File: src/rtl/instruction_fetch_unit.sv
// Fetch stage: owns the PC, registers the instruction word into a one-entry output stage.
// Optional performance counters are built only when FETCH_PERF_COUNT_EN is defined.
module instruction_fetch_unit #(
  parameter logic [31:0] RESET_PC  = 32'h0000_0000,
  parameter int unsigned MEM_BYTES = 16
) (
  input  logic        clk,
  input  logic        reset,
  input  logic        fetch_en,
  output logic [31:0] imem_pc,
  input  logic [31:0] imem_data,
  input  logic        redirect_valid,
  input  logic [31:0] redirect_pc,
  output logic        out_valid,
  input  logic        out_ready,
  output logic [31:0] out_instr,
  output logic [31:0] out_pc,
  output logic        fault,
  output logic [1:0]  fault_cause,
  output logic [31:0] perf_fetch_cnt,
  output logic [31:0] perf_stall_cnt
);

  localparam logic [31:0] LastWord = 32'(MEM_BYTES - 4);

  logic [31:0] pc_q;
  logic        out_valid_q;
  logic [31:0] out_instr_q;
  logic [31:0] out_pc_q;
  logic        fault_q;
  logic [1:0]  fault_cause_q;

  logic        load;
  logic [31:0] next_pc;
  logic [31:0] redir_tgt;
  logic        redir_mis;
  logic        redir_oor;

  always_comb begin
    load      = !out_valid_q || out_ready;
    next_pc   = (pc_q >= LastWord) ? 32'h0 : pc_q + 32'd4;
    redir_tgt = {redirect_pc[31:2], 2'b00};
    redir_mis = |redirect_pc[1:0];
    redir_oor = redir_tgt > LastWord;
  end

  always_ff @(posedge clk) begin
    if (!reset) begin
      pc_q          <= RESET_PC;
      out_valid_q   <= 1'b0;
      out_instr_q   <= 32'h0;
      out_pc_q      <= 32'h0;
      fault_q       <= 1'b0;
      fault_cause_q <= 2'b00;
    end else begin
      fault_q <= 1'b0;
      if (redirect_valid) begin
        // Flush wins over any concurrent handshake; no fetch in the redirect cycle.
        out_valid_q <= 1'b0;
        pc_q        <= redir_oor ? 32'h0 : redir_tgt;
        fault_q     <= redir_mis | redir_oor;
        if (redir_mis | redir_oor) begin
          fault_cause_q <= {redir_oor, redir_mis};
        end
      end else if (fetch_en && load) begin
        out_instr_q <= imem_data;
        out_pc_q    <= pc_q;
        out_valid_q <= 1'b1;
        pc_q        <= next_pc;
      end else if (out_valid_q && out_ready) begin
        out_valid_q <= 1'b0;
      end
    end
  end

`ifdef FETCH_PERF_COUNT_EN
  logic [31:0] perf_fetch_q;
  logic [31:0] perf_stall_q;

  always_ff @(posedge clk) begin
    if (!reset) begin
      perf_fetch_q <= 32'h0;
      perf_stall_q <= 32'h0;
    end else begin
      if (out_valid_q && out_ready && !redirect_valid) begin
        perf_fetch_q <= perf_fetch_q + 32'd1;
      end
      if (out_valid_q && !out_ready) begin
        perf_stall_q <= perf_stall_q + 32'd1;
      end
    end
  end

  assign perf_fetch_cnt = perf_fetch_q;
  assign perf_stall_cnt = perf_stall_q;
`else
  assign perf_fetch_cnt = 32'h0;
  assign perf_stall_cnt = 32'h0;
`endif

  assign imem_pc     = pc_q;
  assign out_valid   = out_valid_q;
  assign out_instr   = out_instr_q;
  assign out_pc      = out_pc_q;
  assign fault       = fault_q;
  assign fault_cause = fault_cause_q;

endmodule

File: config.mk
export PLATFORM = sky130hd
export DESIGN_NAME = instruction_fetch_unit
export DESIGN_NICKNAME = d
export VERILOG_FILES = /design/src/rtl/instruction_fetch_unit.sv
export SDC_FILE = /design/constraint.sdc
export NUM_CORES = 1
export LEC_CHECK = 0
export BUFFER_PORTS_ARGS = -buffer_cell sky130_fd_sc_hd__buf_2
export CORE_UTILIZATION = 44
export CTS_BUF_LIST = sky130_fd_sc_hd__clkbuf_16
export CTS_CLUSTER_DIAMETER = 120
export DETAILED_ROUTE_END_ITERATION = 6
export PLACE_DENSITY = 0.82
export SLEW_MARGIN = 20
export SYNTH_ARGS = -nofsm -noshare
export SYNTH_HDL_FRONTEND = slang
export SYNTH_SLANG_ARGS = --single-unit
File: constraint.sdc
create_clock -name clk -period 1.5 [get_ports clk]
set_input_delay 0 -clock clk [delete_from_list [all_inputs] [get_ports clk]]
set_output_delay 0 -clock clk [all_outputs]
set_load 0.01 [all_outputs]
==> results by group, run 1 <==
Clocking
  • CTS tree: done
  • Worst skew pair latency: 0.33 ns
  • Worst-path clk slew: 0.07 ns
  • Max clock buf depth: 2
  • CTS H-tree lvls: 3
  • CTS Buf Count: 9
  • CTS Root Cell: clkbuf_16
  • CTS sink count: 96

Flow run
  • Max capacitance violation total: 0

Floorplanning
  • Die H: 96.7 um
  • Core ar.: 8720 um^2
  • Boundary pin count: 233
  • DIE AREA: between 9000 and 10000 um^2
  • Std-Cell Rows: 34
  • Starting Density: 45.3%
  • Die Width: 96.7 um

Routing
  • Residual DRC count: 0
  • Detail Route Antenna Nets: 0
  • DRT iter0 DRCs: 93
  • Drt total wl: 9.65 mm
  • Vias: 3512
  • Via/cell ratio: ~4.6
  • Drt pass-1 iters: 4
  • Per-cell routed wire length: roughly 13 um

Cells and area
  • Fill count: 730
  • Layout cells sized above 1: a little under a third
  • N_diodes: 0
  • Nets: a little over 700
  • Syn-to-layout area delta: 37.1%
  • Share of the core filled with cells: between 60% and 70%

GRT
  • Gr ovfl total: 0
  • Largest net degree at the start of global routing: 44
  • First-pass GRT wire length: 14.9 mm
  • Initial antenna violation count: 0
  • Vias in the first global route: 3237
  • GRT Total Usage: 19.4%

Power
  • Leak pwr: 2.58 nW
  • Power per Cell Area: 1040 nW/um^2
  • Worst VDD drop: 0.618 mV

Yosys
  • Distinct cells, synth: 29
  • Seq/Total Area, Yosys: 48.7%
  • Synth area leaders: dfxtp_1, buf_4, nand2_1
  • Synth async-reset ratio: 0%
  • Top-area cell type share of the netlist area: 48.7%
  • Area leader, netlist: dfxtp_1
  • Number of synthesized flops with an enable pin: 0
  • Post-synthesis cell count: 450
  • Yosys warns: 0
  • Synthesized area per cell: 8.78 um^2
  • Post-Synthesis Cell Area: 3950 um^2
  • Synthesized flop and latch total: 96
  • Main synth FF type: dfxtp_1

Setup path
  • Reg2reg path depth: 6
  • R2r endpoint: imem_pc[2]$_SDFFE_PN0P_
  • Worst-path fanout max: 21
  • Crit start category: flip-flop
  • CP Capture Type: flip-flop
  • Worst Path Required: 1.71 ns
  • WS Path Type: flip-flop to flip-flop
  • Worst Path Arrival: 1.59 ns
  • Reg2Reg Setup Slack: 0.12 ns
  • RR Startpoint: out_valid$_SDFFE_PP0P_

Timing
  • Pins Over Slew Limit: 0
  • # setup viols final: 0
  • Setup Total Neg Slack: 0 ns
  • Worst clock skew: 0.00519 ns
  • Unrepaired setup endpoints after global routing: false
  • Final period utilization: 92.1%
  • Final hold vios: 0
  • Tmin final: 1.38 ns
  • Max Clk Rate: 0.723 GHz

Place
  • Buffers on Ports: 164
  • GP Congestion: 0.796
  • Detailed Place HPWL: 6.55 mm

Hold path
  • WHS Endpoint: out_valid$_SDFFE_PP0P_
  • Worst Hold Class: input port to flip-flop
  • Hold path depth: 3
  • Worst hold start: out_ready

Status
  • Status: completed
## registers in the layout (all words and copies together), names as in the netlist
register,flops
fault,1
fault_cause,2
imem_pc,30
out_instr,32
out_pc,30
out_valid,1
## through the flow
stage	hold WS, ns	worst slack, ns	std cells	power (W)	cell area (um^2)
6_report	0.0129	0.118	763	0.00565	5420
4_1_cts	0.0649	0.0143	760	0.00568	5350
3_5_place_dp	0.260	0.0334	706	0.00312	4640
3_3_place_gp	0.250	0.202	706	0.00311	4640
5_1_grt	0.0106	0.0406	763	0.00587	5420
2_1_floorplan	0.101	0.217	517	0.00306	4200
## worst max-delay path by stage
stage / start / cells past startpoint / slack, ns / end
floorplan: imem_pc[2]$_SDFFE_PN0P_ / 5 / 0.22 / imem_pc[2]$_SDFFE_PN0P_
detailed placement: out_valid$_SDFFE_PP0P_ / 5 / 0.03 / out_instr[31]$_SDFFE_PN0P_
CTS: out_valid$_SDFFE_PP0P_ / 5 / 0.01 / out_instr[31]$_SDFFE_PN0P_
global route: out_valid$_SDFFE_PP0P_ / 6 / 0.04 / imem_pc[2]$_SDFFE_PN0P_
global placement: out_valid$_SDFFE_PP0P_ / 5 / 0.20 / out_pc[13]$_SDFFE_PN0P_
finish: out_valid$_SDFFE_PP0P_ / 6 / 0.12 / imem_pc[2]$_SDFFE_PN0P_
## cells in the mapped netlist (all sizes together) (3+ instances only)
cell type / number
o21ai: 3
and2: 28
buf: 75
clkbuf: 16
nor4: 12
a21boi: 62
dfxtp: 96
a21oi: 3
nand2: 127
inv: 4
## metal layers
metal	track usage (%)	part of all wire, %	vias up
met5	0	0	-
met4	6.77	1.5	0
met3	3.61	5.5	13
met2	36.5	53	164
met1	21.6	40	1609
li1	-	-	1726
## worst max-delay path, cell delays in order (launching register included)
cell and delay, ns:
dfxtp_1 0.39, nand2b_4 0.09, nor3b_4 0.16, buf_4 0.14
clkbuf_16 0.18, a41oi_1 0.21, o31ai_2 0.09
## power by group
| part | internal (W) | switching, W |
|---|---|---|
| registers | 0.00260 | 0.0000261 |
| logic | 0.000248 | 0.000297 |
| clock network | 0.00149 | 0.000992 |
## repair_timing
| action | in CTS | in global routing |
|---|---|---|
| endpoints found under the setup margin | 0 | 14 |
| resized for setup | 0 | 4 |
| buffers inserted | 0 | 2 |
| hold buffers | 38 | 0 |
| hold endpoints to repair | 37 | 0 |
## layout make-up
class,instances,area [um^2],area share [%]
clock inverter,7,101,1.87
clock buffer,9,225,4.16
timing repair buffer,213,1330,24.6
tap,108,135,2.50
sequential,96,1920,35.5
inverter,4,15.0,0.277
multi-input combinational,326,1690,31.1
## logic make-up (layout without fill, tap and decap cells)
logic type	Yosys count	after routing	share of synthesized area, %
AO/OA/AOI/OAI	73	73	13.6
adder cells (fa/ha/maj)	2	2	0.634
buffers and inverters	95	233	15.7
flip-flops	96	96	48.7
other	1	68	0.0950
AND/OR/NAND/NOR	183	183	21.3
## layout by cell type (no fill, tap or decap), types with 3 or more instances in the layout
master / netlist / layout
dlygate4sd3_1: 0 / 38
a21boi_0: 62 / 62
inv_1: 4 / 4
clkbuf_16: 0 / 10
buf_2: 7 / 164
buf_4: 68 / 7
nor4_1: 12 / 12
o21ai_0: 3 / 3
nand2_1: 127 / 127
inv_6: 0 / 3
dfxtp_1: 96 / 96
and2_1: 28 / 28
conb_1: 1 / 68
Power figures use the tool's default switching activity.
==> run 2: changes to the inputs <==
Settings changed: CORE_ASPECT_RATIO set to 0.7, SETUP_SLACK_MARGIN set to 0.2.
==> results by group, run 2 (same netlist as run 1, synthesis figures left out) <==
Setup path
  • CP Capture Type: flip-flop
  • Crit-path leading delay family: buffers and inverters
  • Reg2Reg Setup Slack: 0.15 ns
  • Worst path cell trace: nand2b_4, buf_4, dlygate4sd3_1, a21oi_1
  • Worst Path Required: 1.75 ns
  • Max stage delay cell, worst path: dlygate4sd3_1
  • CP Buf/Inv Count: 2
  • Worst-path fanout max: 4
  • CP max stage delay: 0.55 ns
  • Worst Path Arrival: 1.61 ns
  • WS Path Type: flip-flop to flip-flop
  • Crit start category: flip-flop

Place
  • Buffers on Ports: 164
  • GP Congestion: 0.774
  • Placed cells: 718
  • Detailed Place HPWL: 6.85 mm

Clocking
  • CTS Buf Count: 9
  • Worst skew pair latency: 0.33 ns
  • CTS H-tree lvls: 3
  • Max clock buf depth: 2
  • Worst-path clk slew: 0.06 ns
  • CTS sink count: 96
  • CTS tree: done
  • CTS Root Cell: clkbuf_16

Timing
  • Final hold vios: 0
  • # setup viols final: 0
  • Unrepaired setup endpoints after global routing: true
  • Final period utilization: roughly nine tenths
  • Tmin final: roughly 1.4 ns
  • Pins Over Slew Limit: 0
  • Max Clk Rate: around 0.74 GHz
  • Setup Total Neg Slack: 0 ns
  • Worst clock skew: 0.00637 ns

Flow run
  • Max capacitance violation total: 0

Routing
  • Residual DRC count: 0
  • Per-cell routed wire length: 14.7 um
  • Drt total wl: around 12 mm
  • DRT iter0 DRCs: 180
  • Vias: between 3000 and 4000
  • Detail Route Antenna Nets: 0
  • Drt pass-1 iters: 5
  • Via/cell ratio: around 4.6

Power
  • Power per Cell Area: 959 nW/um^2
  • Total power: between 0.005 and 0.006 W
  • Comb power frac: around 12%
  • Cell Int Power: 0.00438 W
  • Sequential share of power: around 46%
  • Leak pwr: 2.87 nW
  • Sw power: about 0.0013 W
  • Clock Power Share: 41.6%
  • Sw frac: a little under a quarter
  • Worst VDD drop: 0.554 mV

Floorplanning
  • Starting Density: 46.0%
  • Std-Cell Rows: 28
  • Die Width: between 100 and 150 um
  • Die H: ~81 um
  • DIE AREA: 9360 um^2
  • Boundary pin count: 233
  • Core ar.: 8580 um^2

Hold path
  • Worst Hold Class: input port to flip-flop

GRT
  • First-pass GRT wire length: 15.3 mm
  • GRT Total Usage: 21.7%
  • Gr ovfl total: 0
  • Vias in the first global route: 3194
  • Initial antenna violation count: 0
  • Largest net degree at the start of global routing: between 60 and 70

Cells and area
  • Max reg flops: 32
  • Syn-to-layout area delta: 50.6%
  • Layout Cells excl Fill: 787
  • Share of the core filled with cells: 69.3%
  • Most frequent cells in the layout: buf_2, nand2_1, dfxtp_1
  • Nets: 735
  • Area of the multi-input gates: 1950 um^2
  • Storage element area: approximately 1900 um^2
  • N_diodes: 0
  • Most common cell after layout, fill and taps aside: buf_2
  • Layout cells sized above 1: 39.9%
  • Fill count: 632

Status
  • Status: completed
## run 2: power by group through the flow
stage	clock [W]	combinational, W	sequential [W]
6_report	0.00238	0.000702	0.00263
5_1_grt	0.00250	0.000758	0.00263
4_1_cts	0.00243	0.000579	0.00262
3_5_place_dp	0	0.000448	0.00268
3_3_place_gp	0	0.000437	0.00268
2_1_floorplan	0	0.000357	0.00270
## run 2: routing by layer
layer	track usage (%)	share of wire, %
met1	25.8	43
met2	39.3	50
met3	4.63	5.1
met4	6.62	1.5
met5	0	0
## run 2: layout make-up
type	instances	area share, %
multi-input cells	326	32.8
clock buffers	9	3.79
clock inverters	5	1.41
inverters	4	0.252
repair buffers	227	26.8
well taps	120	2.52
flip-flops and latches	96	32.5
## run 2: final timing paths
path,startpoint,endpoint,depth (start not counted)
setup reg to reg,out_valid$_SDFFE_PP0P_,out_valid$_SDFFE_PP0P_,4
setup / recovery,out_valid$_SDFFE_PP0P_,out_valid$_SDFFE_PP0P_,4
hold / removal,fetch_en,out_valid$_SDFFE_PP0P_,3
hold reg to reg,out_instr[28]$_SDFFE_PN0P_,out_instr[28]$_SDFFE_PN0P_,2
## run 2: tightest hold or removal path, cell delays in order
cell	delay, ns
buf_2	0.13
inv_1	0.11
a21oi_1	0.08
## run 2: what timing repair did
action / CTS / global route
buffers inserted: 6 / 3
resized for setup: 35 / 102
setup endpoints to repair: 64 / 64
gates cloned: 2 / 6
endpoints found under the hold margin: 37 / 0
hold buffers: 38 / 0
pin swaps: 6 / 38
## run 2: per-stage QoR
stage | worst slack [ns] | hold slack [ns] | instance area [um^2]
CTS | 0.148 | 0.00967 | 5520
detailed placement | 0.0280 | 0.258 | 4670
global route | 0.0844 | 0.0413 | 5950
finish | 0.148 | 0.0320 | 5950
global placement | 0.205 | 0.250 | 4670
floorplan | 0.217 | 0.101 | 4200
==> run 3: changes to the inputs <==
Settings changed: ABC_AREA set to 1, CORE_ASPECT_RATIO 0.7 to 1.4.
==> results by group, run 3 <==
GRT
  • Gr ovfl total: 0
  • Vias in the first global route: ~3300
  • GRT Total Usage: 20.5%
  • First-pass GRT wire length: 14.7 mm
  • Largest net degree at the start of global routing: 83
  • Initial antenna violation count: 0

Floorplanning
  • Boundary pin count: around 230
  • Die H: 115 um
  • Starting Density: 46.0%
  • Die Width: 82.4 um
  • DIE AREA: around 9400 um^2
  • Std-Cell Rows: 40
  • Core ar.: 8660 um^2

Yosys
  • Commonest cells post-synth: nand2_1, dfxtp_1, buf_4
  • Number of synthesized flops with an enable pin: 0
  • Synth async-reset ratio: 0%
  • Post-synthesis cell count: between 500 and 600
  • Seq/Total Area, Yosys: ~48%
  • Synth area leaders: dfxtp_1, nand2_1, buf_4
  • Distinct cells, synth: 22
  • Top-area cell type share of the netlist area: about 48%
  • Synthesized flop and latch total: between 90 and 100
  • Synthesized area per cell: 7.79 um^2
  • Most instantiated library cell after synthesis: nand2_1
  • Area leader, netlist: dfxtp_1
  • Main synth FF type: dfxtp_1
  • Post-Synthesis Cell Area: 3980 um^2
  • Yosys warns: 0

Clocking
  • CTS Root Cell: clkbuf_16
  • Max clock buf depth: 2
  • CTS Buf Count: 9
  • Worst skew pair latency: 0.34 ns
  • Worst-path clk slew: 0.07 ns
  • CTS tree: done
  • CTS sink count: 96
  • CTS H-tree lvls: 3

Routing
  • Residual DRC count: 0
  • Vias: 3698
  • Drt total wl: between 10 and 15 mm
  • Per-cell routed wire length: around 12 um
  • DRT iter0 DRCs: approximately 160
  • Via/cell ratio: roughly 4.5
  • Detail Route Antenna Nets: 0
  • Drt pass-1 iters: 4

Power
  • Power per Cell Area: about 1100 nW/um^2
  • Leak pwr: 2.62 nW
  • Worst VDD drop: around 0.86 mV

Place
  • Detailed Place HPWL: between 6 and 7 mm
  • GP Congestion: 0.781
  • Buffers on Ports: 164

Setup path
  • Crit start category: flip-flop
  • Worst setup startpoint: imem_pc[2]$_SDFFE_PN0P_
  • CP Capture Type: flip-flop
  • RR Startpoint: imem_pc[2]$_SDFFE_PN0P_
  • Worst-path fanout max: 5
  • Worst Path Arrival: 1.57 ns
  • Worst Path Required: 1.78 ns
  • WS Path Type: flip-flop to flip-flop

Timing
  • # setup viols final: 0
  • Final period utilization: 86.1%
  • Unrepaired setup endpoints after global routing: true
  • Worst clock skew: ~0.0053 ns
  • Max Clk Rate: 0.774 GHz
  • Pins Over Slew Limit: 0
  • Tmin final: 1.29 ns
  • Final hold vios: 0
  • Setup Total Neg Slack: 0 ns

Cells and area
  • Nets: 775
  • Most frequent cells in the layout: buf_2, nand2_1, dfxtp_1
  • N_diodes: 0
  • Max reg flops: 32
  • Most common cell after layout, fill and taps aside: buf_2
  • Syn-to-layout area delta: 34.5%
  • Area of the multi-input gates: 1590 um^2
  • Fill count: 753
  • Layout cells sized above 1: 28.2%
  • Storage element area: 1930 um^2
  • Share of the core filled with cells: 61.8%

Hold path
  • Worst hold start: reset
  • Worst Hold Class: input port to flip-flop

Flow run
  • Max capacitance violation total: 0

Status
  • Status: completed
run 3: cell types whose count changed after synthesis, sizes merged, moves of 14 or more:
cell    change
inv        +14
nor2       +57
nand2      +24
and2       -28
a21boi     -62
a21oi      +62
run 3: critical path, stage by stage (launching register included):
cell	delay (ns)
dfxtp_4	0.38
ha_4	0.15
nor2_1	0.11
nand2_1	0.07
nor2_1	0.08
nand2_1	0.07
nor2_2	0.14
nand2_1	0.07
nand3_1	0.06
nand2_1	0.05
inv_1	0.05
run 3: through the flow:
stage,power (W),area (um^2),setup WS [ns],instances,hold WS [ns]
floorplan,0.00315,4230,0.275,578,0.0785
CTS,0.00568,5270,0.181,812,0.000600
global placement,0.00318,4580,0.251,760,0.250
global route,0.00590,5350,0.117,814,0.0103
detailed placement,0.00320,4580,0.0944,760,0.257
finish,0.00568,5350,0.208,814,0.00215
run 3: per-layer routing:
| layer | wire [um] | vias to the layer above | global-route usage [%] |
|---|---|---|---|
| met5 | 0 | - | 0 |
| met4 | 257 | 0 | 10.1 |
| met3 | 595 | 22 | 5.50 |
| met2 | 5370 | 161 | 36.4 |
| met1 | 3940 | 1669 | 21.6 |
| li1 | - | 1846 | - |
run 3: power by group:
group          switching, W  internal [W]  total, W
sequential        0.0000330       0.00261   0.00264
clock               0.00108       0.00135   0.00244
combinational      0.000356      0.000249  0.000605
run 3: final timing paths:
path,endpoint,slack (ns),cells past startpoint
worst max-delay path,imem_pc[2]$_SDFFE_PN0P_,0.21,10
worst min-delay path,imem_pc[2]$_SDFFE_PN0P_,0.002,3
worst max register to register,imem_pc[2]$_SDFFE_PN0P_,0.21,10
worst min register to register,out_pc[29]$_SDFFE_PN0P_,0.46,2
run 3: cell families after synthesis:
family                     share of synthesized area [%]
other                                             0.0942
and+or+nand+nor                                     22.0
adders and majority gates                          0.629
AOI/OAI and AO/OA                                   10.2
DFF                                                 48.3
buffers and inverters                               18.9
run 3: timing repair:
action,in CTS,in global routing
resized for setup,2,11
buffers inserted,0,1
pin swaps,0,6
hold buffers,36,0
cloned,0,1
endpoints found under the hold margin,34,0
endpoints found under the setup margin,40,58
run 3: cell type report:
| cell class | count | share of cell area [%] |
|---|---|---|
| inverter | 18 | 1.75 |
| tap | 105 | 2.45 |
| sequential | 96 | 36.0 |
| clock inverter | 7 | 1.82 |
| clock buffer | 9 | 4.21 |
| multi-input combinational | 372 | 29.7 |
| timing repair buffer | 206 | 23.8 |
| timing repair inverter | 1 | 0.210 |
